**config.mk**
```make
export PLATFORM = sky130hd
export DESIGN_NAME = rr_arbiter8_flat
export DESIGN_NICKNAME = d
export VERILOG_FILES = /design/src/rtl/rr_arbiter8_if.sv /design/src/rtl/rr_arbiter8.sv /design/src/flat_wrapper.sv
export SDC_FILE = /design/constraint.sdc
export NUM_CORES = 1
export LEC_CHECK = 0
export ABC_CLOCK_PERIOD_IN_PS = 3600
export CORE_UTILIZATION = 40
export CTS_BUF_LIST = sky130_fd_sc_hd__clkbuf_8 sky130_fd_sc_hd__clkbuf_16
export CTS_CLUSTER_SIZE = 16
export DETAILED_ROUTE_END_ITERATION = 8
export HOLD_SLACK_MARGIN = 0.05
export PLACE_DENSITY_LB_ADDON = 0.2
export REMOVE_ABC_BUFFERS = 1
export SLEW_MARGIN = 20
export SYNTH_ARGS = -nofsm -noshare
export SYNTH_HDL_FRONTEND = slang
export SYNTH_SLANG_ARGS = --single-unit
```
**constraint.sdc**
```tcl
create_clock -name clk -period 3.6 [get_ports clk]
set_input_delay 0.72 -clock clk [delete_from_list [all_inputs] [get_ports clk]]
set_output_delay 0.72 -clock clk [all_outputs]
set_load 0.1 [all_outputs]
```
**src/rtl/rr_arbiter8_if.sv**
```systemverilog
// Request/grant bundle between eight clients and the shared-resource arbiter.
// master: client side (drives requests); slave: arbiter side (drives grants).
interface rr_arbiter8_if #(
  parameter int N   = 8,
  parameter int IDW = 3
);
  logic [N-1:0]   req;
  logic           done;
  logic           mode;
  logic [N-1:0]   gnt;
  logic [IDW-1:0] gnt_id;
  logic           busy;
  logic           timeout;

  modport master (
    output req, done, mode,
    input  gnt, gnt_id, busy, timeout
  );

  modport slave (
    input  req, done, mode,
    output gnt, gnt_id, busy, timeout
  );
endinterface

```
**src/rtl/rr_arbiter8.sv**
```systemverilog
// Eight-requester arbiter, fixed-priority or round-robin selection.
// A grant is held until done, request withdrawal, or the hold limit expires,
// and every release is followed by exactly one idle (gnt=0) bubble cycle.
// All outputs come straight from registers.
module rr_arbiter8 #(
  parameter int N       = 8,
  parameter int IDW     = 3,
  parameter int MAXHOLD = 15
) (
  input  logic        clk,
  input  logic        rst,
  rr_arbiter8_if.slave sb
);

  // Hold counter just wide enough to reach MAXHOLD; at least one bit.
  localparam int CW = (MAXHOLD < 1) ? 1 : $clog2(MAXHOLD + 1);
  localparam logic [CW-1:0] HOLD_LAST = (MAXHOLD == 0) ? '0 : CW'(MAXHOLD - 1);
  localparam logic [N-1:0]  ONE_HOT0  = N'(1);

  typedef enum logic {IDLE, GRANT} state_t;

  state_t         state_reg, state_next;
  logic [N-1:0]   gnt_reg, gnt_next;
  logic [IDW-1:0] gnt_id_reg, gnt_id_next;
  logic [IDW-1:0] ptr_reg, ptr_next;
  logic [CW-1:0]  cnt_reg, cnt_next;
  logic           busy_reg, busy_next;
  logic           timeout_reg, timeout_next;

  logic           win_found;
  logic [IDW-1:0] win_idx;
  logic [IDW-1:0] scan_idx;
  logic           rel_user;
  logic           rel_hold;

  // State and output registers; reset drops any grant immediately.
  always_ff @(posedge clk or posedge rst) begin
    if (rst) begin
      state_reg   <= IDLE;
      gnt_reg     <= '0;
      gnt_id_reg  <= '0;
      ptr_reg     <= '0;
      cnt_reg     <= '0;
      busy_reg    <= 1'b0;
      timeout_reg <= 1'b0;
    end else begin
      state_reg   <= state_next;
      gnt_reg     <= gnt_next;
      gnt_id_reg  <= gnt_id_next;
      ptr_reg     <= ptr_next;
      cnt_reg     <= cnt_next;
      busy_reg    <= busy_next;
      timeout_reg <= timeout_next;
    end
  end

  // Winner search plus next-state logic; the scan index wraps via IDW-bit math,
  // and starts at 0 in fixed mode or at the rotation pointer in round-robin.
  always_comb begin
    state_next   = state_reg;
    gnt_next     = gnt_reg;
    gnt_id_next  = gnt_id_reg;
    ptr_next     = ptr_reg;
    cnt_next     = cnt_reg;
    busy_next    = busy_reg;
    timeout_next = 1'b0;
    win_found    = 1'b0;
    win_idx      = '0;
    scan_idx     = '0;
    rel_user     = 1'b0;
    rel_hold     = 1'b0;

    for (int i = 0; i < N; i++) begin
      scan_idx = sb.mode ? (ptr_reg + IDW'(i)) : IDW'(i);
      if (!win_found && sb.req[scan_idx]) begin
        win_found = 1'b1;
        win_idx   = scan_idx;
      end
    end

    case (state_reg)
      IDLE: begin
        gnt_next    = '0;
        gnt_id_next = '0;
        busy_next   = 1'b0;
        if (win_found) begin
          state_next  = GRANT;
          gnt_next    = ONE_HOT0 << win_idx;
          gnt_id_next = win_idx;
          busy_next   = 1'b1;
          cnt_next    = '0;
          ptr_next    = win_idx + IDW'(1);
        end
      end
      GRANT: begin
        rel_user = sb.done || !sb.req[gnt_id_reg];
        rel_hold = (MAXHOLD != 0) && (cnt_reg == HOLD_LAST);
        if (rel_user || rel_hold) begin
          state_next   = IDLE;
          gnt_next     = '0;
          gnt_id_next  = '0;
          busy_next    = 1'b0;
          timeout_next = !rel_user;
        end else if (cnt_reg != '1) begin
          cnt_next = cnt_reg + CW'(1);
        end
      end
      default: begin
        state_next  = IDLE;
        gnt_next    = '0;
        gnt_id_next = '0;
        busy_next   = 1'b0;
      end
    endcase
  end

  assign sb.gnt     = gnt_reg;
  assign sb.gnt_id  = gnt_id_reg;
  assign sb.busy    = busy_reg;
  assign sb.timeout = timeout_reg;

endmodule

```
**src/flat_wrapper.sv**
```systemverilog
// flat-port wrapper written by rule: the top's interface ports become plain ports
module rr_arbiter8_flat 
#(
  parameter int N       = 8,
  parameter int IDW     = 3,
  parameter int MAXHOLD = 15
)
  (clk, rst, sb_req, sb_done, sb_mode, sb_gnt, sb_gnt_id, sb_busy, sb_timeout);
  rr_arbiter8_if #(.N(N), .IDW(IDW)) sb_i ();
  input  logic clk;
  input  logic rst;
  input wire logic [$bits(sb_i.req)-1:0] sb_req;
  input wire logic [$bits(sb_i.done)-1:0] sb_done;
  input wire logic [$bits(sb_i.mode)-1:0] sb_mode;
  output wire logic [$bits(sb_i.gnt)-1:0] sb_gnt;
  output wire logic [$bits(sb_i.gnt_id)-1:0] sb_gnt_id;
  output wire logic [$bits(sb_i.busy)-1:0] sb_busy;
  output wire logic [$bits(sb_i.timeout)-1:0] sb_timeout;
  assign sb_i.req = sb_req;
  assign sb_i.done = sb_done;
  assign sb_i.mode = sb_mode;
  assign sb_gnt = sb_i.gnt;
  assign sb_gnt_id = sb_i.gnt_id;
  assign sb_busy = sb_i.busy;
  assign sb_timeout = sb_i.timeout;
  rr_arbiter8 #(.N(N), .IDW(IDW), .MAXHOLD(MAXHOLD)) u_core (.clk(clk), .rst(rst), .sb(sb_i));
endmodule
```
After elaboration in Yosys (flattened, before gate mapping)
Index checks and enable logic that the tools add are counted.
Word-level totals
  bits in registers: 21
  bits of input ports: 12
Cells by class
  add/subtract/negate cells: 9
  order comparisons: 9
  eq/ne operators: 6
  shifts and indexed selects: 1
  mux-type cells: 59
  bitwise operators: 1
  reductions and logical operators: 20
Operator list (number)
  2-to-1 mux 3 bit: 18
  less-than comparator 3 x 4 -> 1 bit, second input constant: 9
  binary-select mux 1 bit (select 3 bit): 9
  2-to-1 mux 1 bit: 22
  2-to-1 mux 8 bit: 2
  case mux 8 bit (2 select lines): 1
  adder 3 bit, second input constant: 4
  2-to-1 mux 4 bit: 3
  zero test 1 bit: 9
  case mux 4 bit (2 select lines): 1
  << shifter 1 x 3 -> 8 bit, first input constant: 1
  logical AND 1 bit: 7
  adder 3 x 1 -> 3 bit, second input constant: 2
  adder 3 x 2 -> 3 bit, second input constant: 2
  inequality test 2 bit, second input constant: 3
  case mux 3 bit (2 select lines): 1
  adder 4 x 1 -> 4 bit, second input constant: 1
  == test 4 bit, second input constant: 1
  inequality test 4 bit, second input constant: 1
  case mux 1 bit (2 select lines): 2
  AND reduction 3 bit: 1
  logical OR 1 bit: 2
  inequality test 2 x 1 -> 1 bit, second input constant: 1
  AND reduction 2 bit: 1
  inverter 1 bit: 1

Longest topological paths before layout
Gate-level depths: netlist of the first run.
  depth after elaboration: 28
  gate-level depth with buffers: 15
  mapped depth without buffers: 13

Least setup slack after synthesis of the first run
Ideal clock, no wire load.
  path type: input -> register
  from: input sb_mode
  to: register u_core.ptr_reg[2]
  setup time: 0.125 ns
  arrival: 3.244 ns
  path slack: 0.231 ns
  cell stages on the path: 12
  buffers on the path: 1
  cell sequence: buf_4 > nand2_2 > mux4_2 > nand2_1 > a21boi_0 > o21ai_0 > o22ai_1 > a2bb2oi_1 > a31oi_1 > ha_1 > ha_1 > mux2_4
On the way
  longest elaborated chain between the ends: 26
  elaborated cells between the ends (all ways): 56
  those cells by class: add/sub: 1; mux: 40; reduce/logical: 15
RTL lines
  from (decl): RTL line flat_wrapper.sv:14  | input wire logic [$bits(sb_i.mode)-1:0] sb_mode;
  2-to-1 mux 3 bit: RTL line rr_arbiter8.sv:74  | scan_idx = sb.mode ? (ptr_reg + IDW'(i)) : IDW'(i);
  binary-select mux 1 bit (select 3 bit): RTL line rr_arbiter8.sv:75  | if (!win_found && sb.req[scan_idx]) begin
  2-to-1 mux 1 bit (not written as such): RTL line rr_arbiter8.sv:75
  2-to-1 mux 1 bit: RTL line rr_arbiter8.sv:75
  zero test 1 bit: RTL line rr_arbiter8.sv:75
  logical AND 1 bit: RTL line rr_arbiter8.sv:75
  2-to-1 mux 1 bit: RTL line rr_arbiter8.sv:75
  zero test 1 bit: RTL line rr_arbiter8.sv:75
  (+10 left out)
  2-to-1 mux 1 bit: RTL line rr_arbiter8.sv:75
  zero test 1 bit: RTL line rr_arbiter8.sv:75
  logical AND 1 bit: RTL line rr_arbiter8.sv:75
  2-to-1 mux 1 bit: RTL line rr_arbiter8.sv:75
  zero test 1 bit: RTL line rr_arbiter8.sv:75
  logical AND 1 bit: RTL line rr_arbiter8.sv:75
  2-to-1 mux 3 bit or 2-to-1 mux 1 bit (tied branches): RTL line rr_arbiter8.sv:75
  adder 3 x 1 -> 3 bit or AND reduction 2 bit (tied branches)
  to (signal assigned): RTL line rr_arbiter8.sv:50  | ptr_reg <= ptr_next;
  to (decl): RTL line rr_arbiter8.sv:25  | logic [IDW-1:0] ptr_reg, ptr_next;
Parallel ways exist; a longest one is shown, timed or not. The select of a mux whose other input is x is not followed.
A chain may end at the register's enable or synchronous reset.

Worst setup path in the final report of the first run
  from: input sb_req[2]
  to: register u_core.ptr_reg[2]
On the way
  longest elaborated chain between the ends: 25
  elaborated cells between the ends (all ways): 48
  those cells by class: add/sub: 1; mux: 32; reduce/logical: 15
RTL lines
  from (decl): RTL line flat_wrapper.sv:12  | input wire logic [$bits(sb_i.req)-1:0] sb_req;
  binary-select mux 1 bit (select 3 bit): RTL line rr_arbiter8.sv:75
  2-to-1 mux 1 bit (not written as such): RTL line rr_arbiter8.sv:75
  2-to-1 mux 1 bit: RTL line rr_arbiter8.sv:75
  zero test 1 bit: RTL line rr_arbiter8.sv:75
  logical AND 1 bit: RTL line rr_arbiter8.sv:75
  2-to-1 mux 1 bit: RTL line rr_arbiter8.sv:75
  zero test 1 bit: RTL line rr_arbiter8.sv:75
  logical AND 1 bit: RTL line rr_arbiter8.sv:75
  (+9 left out)
  2-to-1 mux 1 bit: RTL line rr_arbiter8.sv:75
  zero test 1 bit: RTL line rr_arbiter8.sv:75
  logical AND 1 bit: RTL line rr_arbiter8.sv:75
  2-to-1 mux 1 bit: RTL line rr_arbiter8.sv:75
  zero test 1 bit: RTL line rr_arbiter8.sv:75
  logical AND 1 bit: RTL line rr_arbiter8.sv:75
  2-to-1 mux 3 bit or 2-to-1 mux 1 bit (tied branches): RTL line rr_arbiter8.sv:75
  adder 3 x 1 -> 3 bit or AND reduction 2 bit (tied branches)
Parallel ways exist; a longest one is shown, timed or not. The select of a mux whose other input is x is not followed.

==> flow_metrics.tcl, run 1 <==
set metrics [dict create \
    synth_ff_type "dfrtp_1" \
    wl_per_cell_um 15.9 \
    post-route-util_pct 61.0 \
    min_period_ns 3.41 \
    fin_skew_ns 0.00831 \
    clk_pin_slew_ns 0.08 \
    critPathArrivalTime_ns 3.57 \
    port_buffers 24 \
    layout.nets 339 \
    coreArea_mm2 0.00485 \
    cts_root_buf "clkbuf_8" \
    fmax_mhz 293 \
    ios 25 \
    grt_max_degree 22 \
    finalSetupViolCount 0 \
    max_slew.worst_pin.slew_ns 0.968 \
    crit_path_start_kind "primary input" \
    synthArstFlopShare_pct 100 \
    synth_edf_count 0 \
    finalWirelength_um 6120 \
    overflow 0 \
    reg2reg_slack_ns 0.28 \
    antenna_found_initial 0 \
    finalHoldViolCount 0 \
    slew_headroom_pct 35.2 \
    whs_ns 0.508 \
    post-dp-hpwl_um 4900 \
    fin_crit_sh_pct 94.8 \
    rsz0062_at_grt "false" \
    worstPathRequired_ns 3.76 \
    drt_iter0_markers 192 \
    drive_gt1_share_pct 37.2 \
    syn2layout_area_growth_pct 42.9 \
    cts_inserted_buffers 3 \
    finalPower_uw 2930 \
    end_kind "flop" \
    netlist_area_mm2 0.00207 \
    antennaDiodeCount 0 \
    viasPerCell 5.48 \
    drv_slew 0 \
    synth-seq-cells 21 \
    clockBufferDepth 2 \
    yosysSeqAreaShare_pct 25.4 \
    grt_pass1_vias 1965 \
    maxCapViolCount 0 \
    initial_core_util_pct 42.7 \
    final_common_cell "buf_4" \
    die_x_um 73.9 \
    n_fill_cell 435 \
    gp_congestion 0.896 \
    grt_util_all_layers_pct 23.5 \
    post-place-ws_ns -0.329 \
    path_class "primary input to flop" \
    fin_tns_setup_ns 0 \
    rr_worst_depth 12 \
    cts_tree "done" \
    drc 0 \
    h-tree-depth 1 \
    std_cell_rows 25 \
    hp-class "flop to flop" \
    dr.pass1.iters 4 \
    cp_max_fo 7 \
    avgSynthCellArea_um2 9.00 \
    die_h_um 73.9 \
    most-common-layout-cells "buf_4 (71), nand2_1 (23), clkdlybuf4s50_1 (22), dfrtp_1 (21), nor2_1 (15)" \
    vias 2103 \
    p_leak_uw 0.00139 \
    ys.warnings.count 0 \
    ant_nets 0 \
    peakVddDrop_mv 0.547 \
    largest_reg_flops 8 \
    insertion_delay_ns 0.26 \
    status "finished clean" \
    whs_path_depth 1 \
    powerDensity_mw_per_mm2 991 \
    dieArea_mm2 0.00547 \
    postSynthCellCount 230 \
    grt_pass1_wl_um 9680 \
    yosysUniqueCellTypes 63 \
    cts_sinks 21 \
    final.setup.worst_slack_ns 0.186 \
]
-- layer usage --
layer  wire length (um)  GRT usage (%)
met2               2800           35.4
met1               2870           34.6
met3                383           4.34
met5                  0              0
met4                 69           5.98
-- metrics by stage --
| step | cell area, um2 | std cells |
|---|---|---|
| floorplan | 1990 | 216 |
| finish | 2960 | 384 |
| CTS | 2890 | 381 |
| global placement | 2830 | 376 |
| detailed placement | 2830 | 376 |
| global route | 2960 | 384 |
-- kinds of logic after synthesis --
group                    after synthesis  synth area share (%)
flip-flops                            21                  25.4
multiplexers                          24                  14.9
adder cells (fa/ha/maj)                9                  5.44
AND/OR/NAND/NOR                       79                  19.6
buffers and inverters                 22                  5.32
XOR/XNOR                               4                  2.60
AO/OA/AOI/OAI                         71                  26.8
-- critical path, stage by stage --
cell	delay, ns
clkdlybuf4s50_1	0.55
or2_2	0.33
a21oi_1	0.20
o2bb2ai_1	0.13
a32o_1	0.29
or2_4	0.30
a2bb2oi_2	0.18
a31oi_2	0.19
ha_2	0.21
ha_1	0.22
mux2_4	0.25
-- synthesized netlist by cell type (4+ instances only) --
cell type / count / area (um2)
nand2_1: 23 / 86.3
dfrtp_1: 21 / 526
nor2_1: 15 / 56.3
mux2i_1: 12 / 120
a22o_1: 9 / 78.8
ha_1: 9 / 113
a21oi_1: 8 / 40.0
inv_1: 8 / 30.0
and2_1: 7 / 43.8
a21boi_0: 6 / 45.0
mux2_2: 6 / 67.6
nand3_1: 6 / 30.0
clkbuf_1: 5 / 18.8
nor2b_1: 5 / 31.3
o21ai_0: 5 / 25.0
buf_2: 4 / 20.0
buf_4: 4 / 30.0
mux4_2: 4 / 90.1
or2_2: 4 / 25.0
-- power by group --
group          leakage (uW)  total, uW  internal [uW]  switching, uW
sequential         0.000277        413            321           92.7
clock             0.0000269        152           76.0           75.6
combinational       0.00109       2370           1080           1290
total               0.00139       2930           1470           1460
-- worst paths after layout --
kind | start | end
hold / removal | u_core.sb.gnt[4] | u_core.sb.gnt[4]
hold reg to reg | u_core.sb.gnt[4] | u_core.sb.gnt[4]
min in group asynchronous | rst | u_core.sb.gnt[7]
max in group asynchronous | rst | u_core.ptr_reg[0]
setup reg to reg | u_core.ptr_reg[0] | u_core.ptr_reg[2]
setup / recovery | sb_req[2] | u_core.ptr_reg[2]
-- repair_timing --
action                                  CTS  global route
endpoints found under the setup margin    1             3
pin swaps                                 0             4
hold buffers                              0             0
buffers inserted                          1             2
gates cloned                              0             1
gates resized for setup                   3            14
hold endpoints to repair                  0             0
-- area by class of cell --
class / count / area (um2) / share of cell area, %
clock buffer: 3 / 41.3 / 1.40
tap: 67 / 83.8 / 2.84
timing repair buffer: 97 / 795 / 26.9
multi-input combinational: 187 / 1480 / 50.0
clock inverter: 1 / 3.75 / 0.127
inverter: 8 / 30.0 / 1.02
sequential: 21 / 526 / 17.8
No activity file was read; power rests on OpenSTA's default activity.
==> run 2, diff against run 1 <==
- CTS_BUF_LIST: sky130_fd_sc_hd__clkbuf_8 sky130_fd_sc_hd__clkbuf_16 -> sky130_fd_sc_hd__clkbuf_16
==> flow_metrics.tcl, run 2 (synthesis gave the netlist of run 1 again) <==
set metrics [dict create \
    grt_util_all_layers_pct 23.8 \
    post-place-ws_ns -0.329 \
    layout.nets 337 \
    post-route-util_pct 61.7 \
    ios 25 \
    hp-class "flop to flop" \
    finalSetupViolCount 0 \
    wl_met1_um 2830 \
    wl_per_cell_um 16.1 \
    swShare_pct 48.7 \
    drive_gt1_share_pct 36.8 \
    rsz0062_at_grt "false" \
    slew_headroom_pct 35.4 \
    path_class "primary input to flop" \
    whs_path_depth 1 \
    most-common-layout-cells "buf_4 (70), clkdlybuf4s50_1 (24), nand2_1 (23), dfrtp_1 (21), nor2_1 (15)" \
    crit_path_start_kind "primary input" \
    antenna_found_initial 0 \
    reg2reg_slack_ns 0.30 \
    p_comb_share_pct 79.0 \
    final_common_cell "buf_4" \
    powerDensity_mw_per_mm2 1020 \
    overflow 0 \
    vias 2084 \
    grt_pass1_vias 1969 \
    cell_internal_pwr_uw 1570 \
    final.setup.worst_slack_ns 0.105 \
    clk_pin_slew_ns 0.06 \
    post-dp-hpwl_um 4900 \
    coreArea_mm2 0.00485 \
    viasPerCell 5.46 \
    die_h_um 73.9 \
    final_area_mm2 0.00299 \
    end_kind "flop" \
    p_leak_uw 0.00138 \
    rr_worst_depth 14 \
    critPathArrivalTime_ns 3.63 \
    initial_core_util_pct 42.7 \
    finalHoldViolCount 0 \
    met2_length_um 2860 \
    power_frac_clock_pct 7.5 \
    antennaDiodeCount 0 \
    port_buffers 24 \
    routed-wl-met3_um 346 \
    std_cell_rows 25 \
    insertion_delay_ns 0.25 \
    gp_congestion 0.896 \
    place_area_mm2 0.00283 \
    min_from "u_core.sb.gnt[4]" \
    dieArea_mm2 0.00547 \
    max_slew.worst_pin.slew_ns 0.965 \
    grt_max_degree 22 \
    maxUsedRoutingLayer "met4" \
    ant_nets 0 \
    drc 0 \
    grt_pass1_wl_um 9720 \
    clockBufferDepth 2 \
    drv_slew 0 \
    finalWirelength_um 6140 \
    fin_cells 382 \
    fin_crit_sh_pct 97.1 \
    peakVddDrop_mv 0.603 \
    die_x_um 73.9 \
    worstPathRequired_ns 3.74 \
    dr.pass1.iters 4 \
    cts_root_buf "clkbuf_16" \
    fin_skew_ns 0.00485 \
    syn2layout_area_growth_pct 44.5 \
    r2r-end "u_core.ptr_reg[2]" \
    place_inst 376 \
    drt_iter0_markers 160 \
    min_period_ns 3.49 \
    largest_reg_flops 8 \
    status "finished clean" \
    rr_startpoint "u_core.ptr_reg[0]" \
    p_sw_uw 1490 \
    hold_end "u_core.sb.gnt[4]" \
    fmax_mhz 286 \
    cp_max_fo 15 \
    cts_inserted_buffers 3 \
    fin_tns_setup_ns 0 \
    h-tree-depth 1 \
    cts_tree "done" \
    maxCapViolCount 0 \
    power_frac_seq_pct 13.5 \
    cts_sinks 21 \
]
[run 2: changes by cell type in the layout (fill, tap and decap cells not counted), moves of 2 or more]
cell / change
clkdlybuf4s50_1: +2
clkbuf_8: -3
dlymetal6s2s_1: -2
clkbuf_16: +3
o21ai_1: -2
[run 2: worst max-delay path, cell delays in order]
cell	delay [ns]
clkdlybuf4s50_1	0.41
buf_6	0.15
and2_2	0.22
a211oi_1	0.25
buf_4	0.16
a21boi_0	0.31
mux2_2	0.26
o221ai_1	0.15
a2bb2oi_2	0.23
a31oi_4	0.07
ha_4	0.18
ha_1	0.26
mux2_4	0.25
[run 2: how the worst max path moves through the flow]
stage / startpoint / to / slack [ns] / cells past startpoint
after floorplan: u_core.ptr_reg[0] / u_core.ptr_reg[2] / 0.14 / 12
after global placement: sb_mode / u_core.ptr_reg[2] / -0.28 / 13
after detailed placement: sb_mode / u_core.ptr_reg[2] / -0.33 / 13
after CTS: sb_mode / u_core.ptr_reg[2] / 0.01 / 13
after global routing: sb_mode / u_core.ptr_reg[2] / 0.004 / 16
final: sb_mode / u_core.ptr_reg[2] / 0.11 / 13
[run 2: area by class of cell]
cell class / instances / area [um2]
inverter: 8 / 30.0
sequential: 21 / 526
multi-input combinational: 187 / 1500
fill: 429 / 1860
timing repair buffer: 95 / 777
clock inverter: 1 / 3.75
tap: 67 / 83.8
clock buffer: 3 / 75.1
[run 2: per-layer routing]
layer / up-vias / track usage (%)
li1: 1027 / -
met4: 0 / 6.62
met5: - / 0
met1: 985 / 35.0
met3: 10 / 4.34
met2: 62 / 35.6
[run 2: timing repair]
action / CTS / global route
cloned: 0 / 0
hold buffers: 0 / 0
buffers inserted: 1 / 1
pin swaps: 2 / 6
resized for setup: 5 / 11
endpoints found under the setup margin: 1 / 3
[run 2: per-stage QoR]
step,hold WS [ns],total power (uW)
floorplan,0.493,1770
CTS,0.508,2930
global route,0.529,3250
finish,0.504,3050
global placement,0.486,2640
detailed placement,0.490,2660
[run 2: power groups by stage]
stage          Combinational, uW  Clock (uW)  Sequential [uW]
2_1_floorplan               1000           0              769
5_1_grt                     2570         252              424
3_3_place_gp                2230           0              418
4_1_cts                     2280         237              415
6_report                    2410         230              413
3_5_place_dp                2240           0              419
==> run 3, diff against run 2 <==
- GPL_ROUTABILITY_DRIVEN: unset -> 0
==> flow_metrics.tcl, run 3 (synthesis gave the netlist of run 1 again) <==
set metrics [dict create \
    clockBufferDepth 2 \
    finalWirelength_um 6080 \
    grt_util_all_layers_pct 23.7 \
    drive_gt1_share_pct 37.1 \
    power_frac_seq_pct 13.7 \
    p_leak_uw 0.00139 \
    n_fill_cell 419 \
    p_sw_uw 1450 \
    dr.pass1.iters 4 \
    layout.nets 335 \
    vias 2066 \
    antenna_found_initial 0 \
    max_slew.worst_pin.slew_ns 0.966 \
    ant_nets 0 \
    rsz0062_at_grt "false" \
    overflow 0 \
    largest_reg_flops 8 \
    ios 25 \
    fin_skew_ns 0.00482 \
    met1_usage_pct 33.8 \
    insertion_delay_ns 0.25 \
    post-route-util_pct 61.3 \
    post-dp-hpwl_um 4720 \
    final_common_cell "buf_4" \
    h-tree-depth 1 \
    worstPathRequired_ns 3.74 \
    min_period_ns 3.48 \
    end_kind "flop" \
    cts_hold_buf 0 \
    antennaDiodeCount 0 \
    finalHoldViolCount 0 \
    initial_core_util_pct 42.7 \
    wl_per_cell_um 16.0 \
    status "finished clean" \
    die_h_um 73.9 \
    cts_sinks 21 \
    drc 0 \
    cts_tree "done" \
    powerDensity_mw_per_mm2 1000 \
    clk_pin_slew_ns 0.06 \
    crit_path_start_kind "primary input" \
    final.setup.worst_slack_ns 0.119 \
    cp_max_fo 7 \
    grt_max_degree 22 \
    path_class "primary input to flop" \
    fmax_mhz 287 \
    grt_pass1_wl_um 9760 \
    maxCapViolCount 0 \
    post-place-ws_ns -0.301 \
    hp-class "flop to flop" \
    viasPerCell 5.44 \
    coreArea_mm2 0.00485 \
    swShare_pct 48.6 \
    slew_headroom_pct 35.4 \
    cell_internal_pwr_uw 1530 \
    whs_ns 0.499 \
    most-common-layout-cells "buf_4 (68), nand2_1 (23), clkdlybuf4s50_1 (21), dfrtp_1 (21), nor2_1 (15)" \
    fin_crit_sh_pct 96.7 \
    peakVddDrop_mv 0.466 \
    std_cell_rows 25 \
    finalSetupViolCount 0 \
    grt_util_met2_pct 38.0 \
    drt_iter0_markers 93 \
    cts_root_buf "clkbuf_16" \
    critPathArrivalTime_ns 3.62 \
    port_buffers 24 \
    use_met3_pct 4.34 \
    die_x_um 73.9 \
    cts_inserted_buffers 3 \
    drv_slew 0 \
    dieArea_mm2 0.00547 \
    syn2layout_area_growth_pct 43.5 \
    reg2reg_slack_ns 0.31 \
    power_frac_clock_pct 7.6 \
    p_comb_share_pct 78.7 \
    busiest_layer "met2" \
    grt_pass1_vias 1980 \
]
==> run 3: cell types whose count changed in the layout (fill, tap and decap cells not counted), sizes merged <==
cell	before	now
buf	71	69
clkdlybuf4s50	24	21
dlymetal6s2s	0	3
==> run 3: final timing paths <==
path | cells after the start | from | endpoint
worst min-delay path | 1 | u_core.sb.busy | u_core.sb.busy
worst max-delay path | 15 | sb_req[2] | u_core.ptr_reg[2]
min in group asynchronous | 2 | rst | u_core.ptr_reg[2]
worst min register to register | 1 | u_core.sb.busy | u_core.sb.busy
max in group asynchronous | 2 | rst | u_core.sb.gnt[1]
worst max register to register | 12 | u_core.ptr_reg[0] | u_core.ptr_reg[2]
==> run 3: worst max-delay path, cell delays in order <==
cell             delay (ns)
clkdlybuf4s50_1        0.64
nand3_1                0.18
o211ai_1               0.15
buf_4                  0.17
a22oi_4                0.05
a21boi_2               0.17
buf_4                  0.14
buf_4                  0.12
o21ai_2                0.15
o211ai_2               0.10
a22oi_2                0.25
inv_2                  0.06
ha_2                   0.18
ha_1                   0.28
mux2_4                 0.26
==> run 3: power groups by stage <==
stage / sequential, uW / combinational [uW] / clock [uW]
4_1_cts: 408 / 2240 / 231
3_5_place_dp: 411 / 2220 / 0
6_report: 408 / 2350 / 228
2_1_floorplan: 769 / 1000 / 0
5_1_grt: 419 / 2530 / 242
3_3_place_gp: 411 / 2210 / 0
==> run 3: what timing repair did <==
item                       CTS  global route
setup endpoints to repair    1            10
pin swaps                    0             6
buffers inserted             0             2
hold endpoints to repair     0             0
resized for setup            3            20
==> run 3: layer usage <==
metal,share of wire (%),up-vias,wire length (um)
li1,-,1027,-
met3,6.7,8,406
met2,47,65,2830
met4,1.3,0,82
met5,0,-,0
met1,45,966,2760
==> run 3: cell type report <==
cell class / instances / area, um2 / area share [%]
clock buffers: 3 / 75.1 / 2.53
clock inverters: 1 / 3.75 / 0.126
inverters: 8 / 30.0 / 1.01
multi-input cells: 187 / 1480 / 49.9
flip-flops and latches: 21 / 526 / 17.7
well taps: 67 / 83.8 / 2.82
repair buffers: 93 / 769 / 25.9
==> run 3: per-stage QoR <==
stage	TNS, ns	instance area [um2]	power (uW)	instances
final	0	2970	2980	380
after floorplan	0	1990	1770	216
after CTS	0	2900	2880	378
after detailed placement	-0.937	2820	2630	374
after global routing	0	2970	3190	380
after global placement	-0.391	2820	2620	374
